## config.mk

```make
export PLATFORM = sky130hd
export DESIGN_NAME = dmem_arbiter
export DESIGN_NICKNAME = d
export VERILOG_FILES = /design/src/rtl/mem_pkg.sv /design/src/rtl/rr_arb2.sv /design/src/rtl/dmem_arbiter.sv
export SDC_FILE = /design/constraint.sdc
export NUM_CORES = 1
export LEC_CHECK = 0
export ABC_AREA = 1
export CAP_MARGIN = 5
export CORE_AREA = 3 3 230 232
export DETAILED_ROUTE_END_ITERATION = 10
export DIE_AREA = 0 0 233 235
export SYNTH_ARGS = -nofsm -noshare
export SYNTH_HDL_FRONTEND = slang
export SYNTH_SLANG_ARGS = --single-unit
```

## constraint.sdc

```tcl
create_clock -name i_Clock -period 2.1 [get_ports i_Clock]
set_clock_uncertainty 0.1 [all_clocks]
set_input_delay 0.525 -clock i_Clock [delete_from_list [all_inputs] [get_ports i_Clock]]
set_output_delay 0.525 -clock i_Clock [all_outputs]
set_load 0.02 [all_outputs]
```

## src/rtl/mem_pkg.sv

```systemverilog
// Shared definitions for the data memory arbiter: FSM encoding and default widths.
package mem_pkg;

  typedef enum logic [1:0] {
    ST_IDLE  = 2'd0,
    ST_LOCK0 = 2'd1,
    ST_LOCK1 = 2'd2
  } arb_state_e;

  localparam int unsigned DEF_ADDR_W = 64;
  localparam int unsigned DEF_DATA_W = 64;

endpackage

```

## src/rtl/rr_arb2.sv

```systemverilog
// Combinational 2-way round-robin pick; i_Prio names the port that wins a tie.
module rr_arb2 (
  input  logic i_Req0,
  input  logic i_Req1,
  input  logic i_Prio,
  output logic o_Pick0,
  output logic o_Pick1
);

  assign o_Pick0 = i_Req0 & (~i_Req1 | ~i_Prio);
  assign o_Pick1 = i_Req1 & (~i_Req0 |  i_Prio);

endmodule

```

## src/rtl/dmem_arbiter.sv

```systemverilog
// Two-port round-robin arbiter with lock in front of the single-ported data_mem.
// Grants are combinational; read data returns registered one cycle after the grant.
module dmem_arbiter
  import mem_pkg::*;
#(
  parameter int unsigned P_ADDR_W = DEF_ADDR_W,
  parameter int unsigned P_DATA_W = DEF_DATA_W
) (
  input  logic                i_Clock,
  input  logic                i_Reset,
  input  logic                i_Req0,
  input  logic                i_Req1,
  input  logic                i_We0,
  input  logic                i_We1,
  input  logic                i_Lock0,
  input  logic                i_Lock1,
  input  logic [P_ADDR_W-1:0] i_Addr0,
  input  logic [P_ADDR_W-1:0] i_Addr1,
  input  logic [P_DATA_W-1:0] i_Wdata0,
  input  logic [P_DATA_W-1:0] i_Wdata1,
  output logic                o_Gnt0,
  output logic                o_Gnt1,
  output logic                o_Rvalid0,
  output logic                o_Rvalid1,
  output logic [P_DATA_W-1:0] o_Rdata0,
  output logic [P_DATA_W-1:0] o_Rdata1,
  output logic                o_MemWrite,
  output logic [P_ADDR_W-1:0] o_Address,
  output logic [P_DATA_W-1:0] o_Data,
  input  logic [P_DATA_W-1:0] i_ReadData
);

  arb_state_e          r_State, w_NextState;
  logic                r_Prio;
  logic                w_Arb0, w_Arb1;
  logic                w_Gnt0, w_Gnt1;
  logic                r_Rvalid0, r_Rvalid1;
  logic [P_DATA_W-1:0] r_Rdata0, r_Rdata1;

  rr_arb2 u_rr (
    .i_Req0  (i_Req0),
    .i_Req1  (i_Req1),
    .i_Prio  (r_Prio),
    .o_Pick0 (w_Arb0),
    .o_Pick1 (w_Arb1)
  );

  always_ff @(posedge i_Clock or negedge i_Reset) begin
    if (!i_Reset) r_State <= ST_IDLE;
    else          r_State <= w_NextState;
  end

  // Unreachable encoding 2'd3 falls into the IDLE branch via default.
  always_comb begin
    w_NextState = r_State;
    case (r_State)
      ST_LOCK0: if (w_Gnt0 && !i_Lock0) w_NextState = ST_IDLE;
      ST_LOCK1: if (w_Gnt1 && !i_Lock1) w_NextState = ST_IDLE;
      default: begin
        w_NextState = ST_IDLE;
        if      (w_Gnt0 && i_Lock0) w_NextState = ST_LOCK0;
        else if (w_Gnt1 && i_Lock1) w_NextState = ST_LOCK1;
      end
    endcase
  end

  always_comb begin
    w_Gnt0 = 1'b0;
    w_Gnt1 = 1'b0;
    if (i_Reset) begin
      case (r_State)
        ST_LOCK0: w_Gnt0 = i_Req0;
        ST_LOCK1: w_Gnt1 = i_Req1;
        default: begin
          w_Gnt0 = w_Arb0;
          w_Gnt1 = w_Arb1;
        end
      endcase
    end
  end

  // Any unlocked access (plain IDLE access or lock release) hands priority to the other port.
  always_ff @(posedge i_Clock or negedge i_Reset) begin
    if (!i_Reset)                 r_Prio <= 1'b0;
    else if (w_Gnt0 && !i_Lock0)  r_Prio <= 1'b1;
    else if (w_Gnt1 && !i_Lock1)  r_Prio <= 1'b0;
  end

  always_ff @(posedge i_Clock or negedge i_Reset) begin
    if (!i_Reset) begin
      r_Rvalid0 <= 1'b0;
      r_Rvalid1 <= 1'b0;
      r_Rdata0  <= '0;
      r_Rdata1  <= '0;
    end else begin
      r_Rvalid0 <= w_Gnt0 & ~i_We0;
      r_Rvalid1 <= w_Gnt1 & ~i_We1;
      if (w_Gnt0 && !i_We0) r_Rdata0 <= i_ReadData;
      if (w_Gnt1 && !i_We1) r_Rdata1 <= i_ReadData;
    end
  end

  assign o_Gnt0     = w_Gnt0;
  assign o_Gnt1     = w_Gnt1;
  assign o_MemWrite = (w_Gnt0 & i_We0) | (w_Gnt1 & i_We1);
  assign o_Address  = w_Gnt1 ? i_Addr1  : i_Addr0;
  assign o_Data     = w_Gnt1 ? i_Wdata1 : i_Wdata0;
  assign o_Rvalid0  = r_Rvalid0;
  assign o_Rvalid1  = r_Rvalid1;
  assign o_Rdata0   = r_Rdata0;
  assign o_Rdata1   = r_Rdata1;

endmodule

```

==> results.json <==
{
  "synth_cell_types": 15,
  "vias_per_cell": 4.05,
  "violations": "setup timing",
  "clock_latency_ns": 0.43,
  "port-buffer-count": 588,
  "ys_warn_count": 0,
  "vias": 9619,
  "ant_nets": 0,
  "max_slew_margin_pct": 47.3,
  "outcome": "complete, but fails checks",
  "grt_use_total_pct": 17.8,
  "clock.fmax_ghz": 0.343,
  "die_y_um": 235,
  "detail_route.first_pass.iterations": 6,
  "post-synth-top-count-cell": "nand2_1",
  "yosysTopAreaCell": "dfrtp_1",
  "coreArea_um2": 51200,
  "worstMarginPinSlew_ns": 0.790,
  "place_congestion": 0.956,
  "hold_viol_final": 0,
  "worstSetupPathType": "flip-flop to primary output",
  "io_pins": 589,
  "dp.final_hpwl_mm": 40.2,
  "drt_iter0_markers": 444,
  "grt_pass1_vias": 9474,
  "fin_util_pct": 34.8,
  "setup_tns_ns": -116.55,
  "worstSetupStartpointType": "flip-flop",
  "rsz0062_at_grt": "yes",
  "path_max_fanout": 8,
  "wl_mm": 55.9,
  "clockRootBuffer": "clkbuf_16",
  "leakage_nw": 8.59,
  "setup_viol": 255,
  "dp_slack_ns": -1.10,
  "areaGrowthSynthToFinish_pct": 160,
  "grt_pass1_wl_mm": 70.0,
  "numClockSinks": 133,
  "crit_path_start": "r_State[1]",
  "syn_area_um2": 6860,
  "synth.top_cell.area_share_pct": 48.5,
  "min_path_type": "input pin to async pin",
  "die_x_um": 233,
  "drive_gt1_share_pct": 36.0,
  "clockBufferDepth": 2,
  "crit_path_end_kind": "primary output",
  "drcViolationCount": 0,
  "endpoint": "o_Data[4]",
  "rr_worst_depth": 15,
  "powerDensity_nw_per_um2": 942,
  "cts_buffers": 17,
  "cp_data_arrival_time_ns": 2.29,
  "synth-edff-count": 0,
  "async_reset_ff_share_pct": 100,
  "initial_core_util_pct": 13.4,
  "r2r_slack_ns": -0.37,
  "worstPathRequired_ns": 1.47,
  "h-tree-depth": 4,
  "final_cell_area_um2": 17800,
  "ir_worst_vdd_uv": 884,
  "seq_area_frac_synth_pct": 48.5,
  "drv_slew": 0,
  "synth_seq_cells": 133,
  "nets": 2004,
  "period_needed_ns": 2.92,
  "avgSynthCellArea_um2": 6.81,
  "r2r_start": "r_State[1]",
  "worstReg2RegEnd": "o_Rdata1[26]",
  "clk_pin_slew_ns": 0.06,
  "yosys-top-cells-count": "nand2_1, dfrtp_1, o21ai_0",
  "dieArea_um2": 54800,
  "fp-row-count": 83,
  "ys.flop_type": "dfrtp_1",
  "cts_tree": "done",
  "fin_ws_ns": -0.816,
  "postSynthCellCount": 1007,
  "period_share_pct": 139,
  "power_mw": 16.8,
  "placed_cell_area_um2": 14400,
  "synth_nets": 1337,
  "avgRoutedWirePerCell_um": 23.5,
  "ys_top_cells_by_area": "dfrtp_1, nand2_1, o21ai_0, buf_4, buf_2",
  "grt_max_degree": 66,
  "antenna_found_initial": 17,
  "cap_violations": 0,
  "globalRouteOverflowTotal": 0
}
==> metrics by stage <==
| stage | cells | hold slack, ns |
|---|---|---|
| after floorplan | 1007 | 0.129 |
| after global placement | 2261 | 0.363 |
| after detailed placement | 2261 | 0.364 |
| after CTS | 2321 | 0.192 |
| after global routing | 2372 | 0.240 |
| final | 2376 | 0.201 |
==> area by class of cell <==
type / instances / area (µm²)
fill: 5186 / 33400
timing repair buffer: 711 / 8270
multi-input combinational: 801 / 4710
sequential: 133 / 3330
tap: 680 / 851
clock buffer: 18 / 439
clock inverter: 13 / 150
inverter: 10 / 65.1
antenna: 10 / 25.0
==> worst max-delay path: stages, from the launching register on <==
cell     delay (ns)
dfrtp_1        0.40
ha_4           0.32
nor2_4         0.04
nor2_4         0.17
nand2_8        0.14
inv_12         0.12
buf_12         0.12
buf_16         0.14
buf_8          0.11
nand2_2        0.06
nand2_4        0.09
buf_12         0.12
==> worst min-delay path by stage <==
| stage | depth (start not counted) | slack, ns | start | end |
|---|---|---|---|---|
| final | 2 | 0.20 | i_Reset | o_Rdata1[20] |
| after global routing | 2 | 0.24 | i_Reset | o_Rdata1[42] |
| after CTS | 2 | 0.19 | i_Reset | o_Rdata1[42] |
| after detailed placement | 2 | 0.36 | o_Rdata1[12] | o_Rdata1[12] |
| after global placement | 2 | 0.36 | o_Rdata1[12] | o_Rdata1[12] |
| after floorplan | 0 | 0.13 | i_Reset | o_Rdata0[0] |
==> where the power goes <==
group / switching, mW / internal [mW] / leakage, nW
combinational: 5.04 / 4.62 / 6.64
sequential: 0.569 / 3.57 / 1.66
clock: 1.22 / 1.79 / 0.289
==> per-layer routing <==
metal | part of all wire, % | global-route usage, % | vias up | wire length, µm
met5 | 0.082 | 0 | - | 46
met4 | 5.5 | 8.87 | 8 | 3050
met3 | 7.5 | 5.21 | 96 | 4180
met2 | 51 | 31.0 | 481 | 28500
met1 | 36 | 19.6 | 4624 | 20200
li1 | - | - | 4410 | -
==> timing repair <==
action	4_1_cts	5_1_grt
pin swaps	10	66
setup buffers	15	27
cloned	13	23
hold buffers	1	0
endpoints found under the hold margin	3	0
setup endpoints to repair	271	291
resized for setup	511	380
==> state kept, by name, summed over array words and instances, names as in the netlist <==
name	cells
o_Rdata1	64
o_Rvalid1	1
o_Rdata0	64
o_Rvalid0	1
r_State	2
r_Prio	1
==> cell families after synthesis <==
| kind of cell | Yosys count | synth area share [%] |
|---|---|---|
| flops | 133 | 48.5 |
| fa+ha+maj | 2 | 0.365 |
| compound gates | 65 | 4.74 |
| simple gates | 734 | 40.4 |
| buf+inv | 73 | 6.00 |
==> cells in the final DEF (no fill, tap or decap), drive strengths merged <==
cell type and instances:
nand2 720, clkdlybuf4s50 454, buf 239, dfrtp 133, o21ai 65, clkbuf 35
inv 12, diode 10, clkinv 8, nand3 7, nor2 7, bufinv 2
ha 2, clkinvlp 1, dlygate4sd3 1
Note: power is estimated with default switching activity, not from simulation.
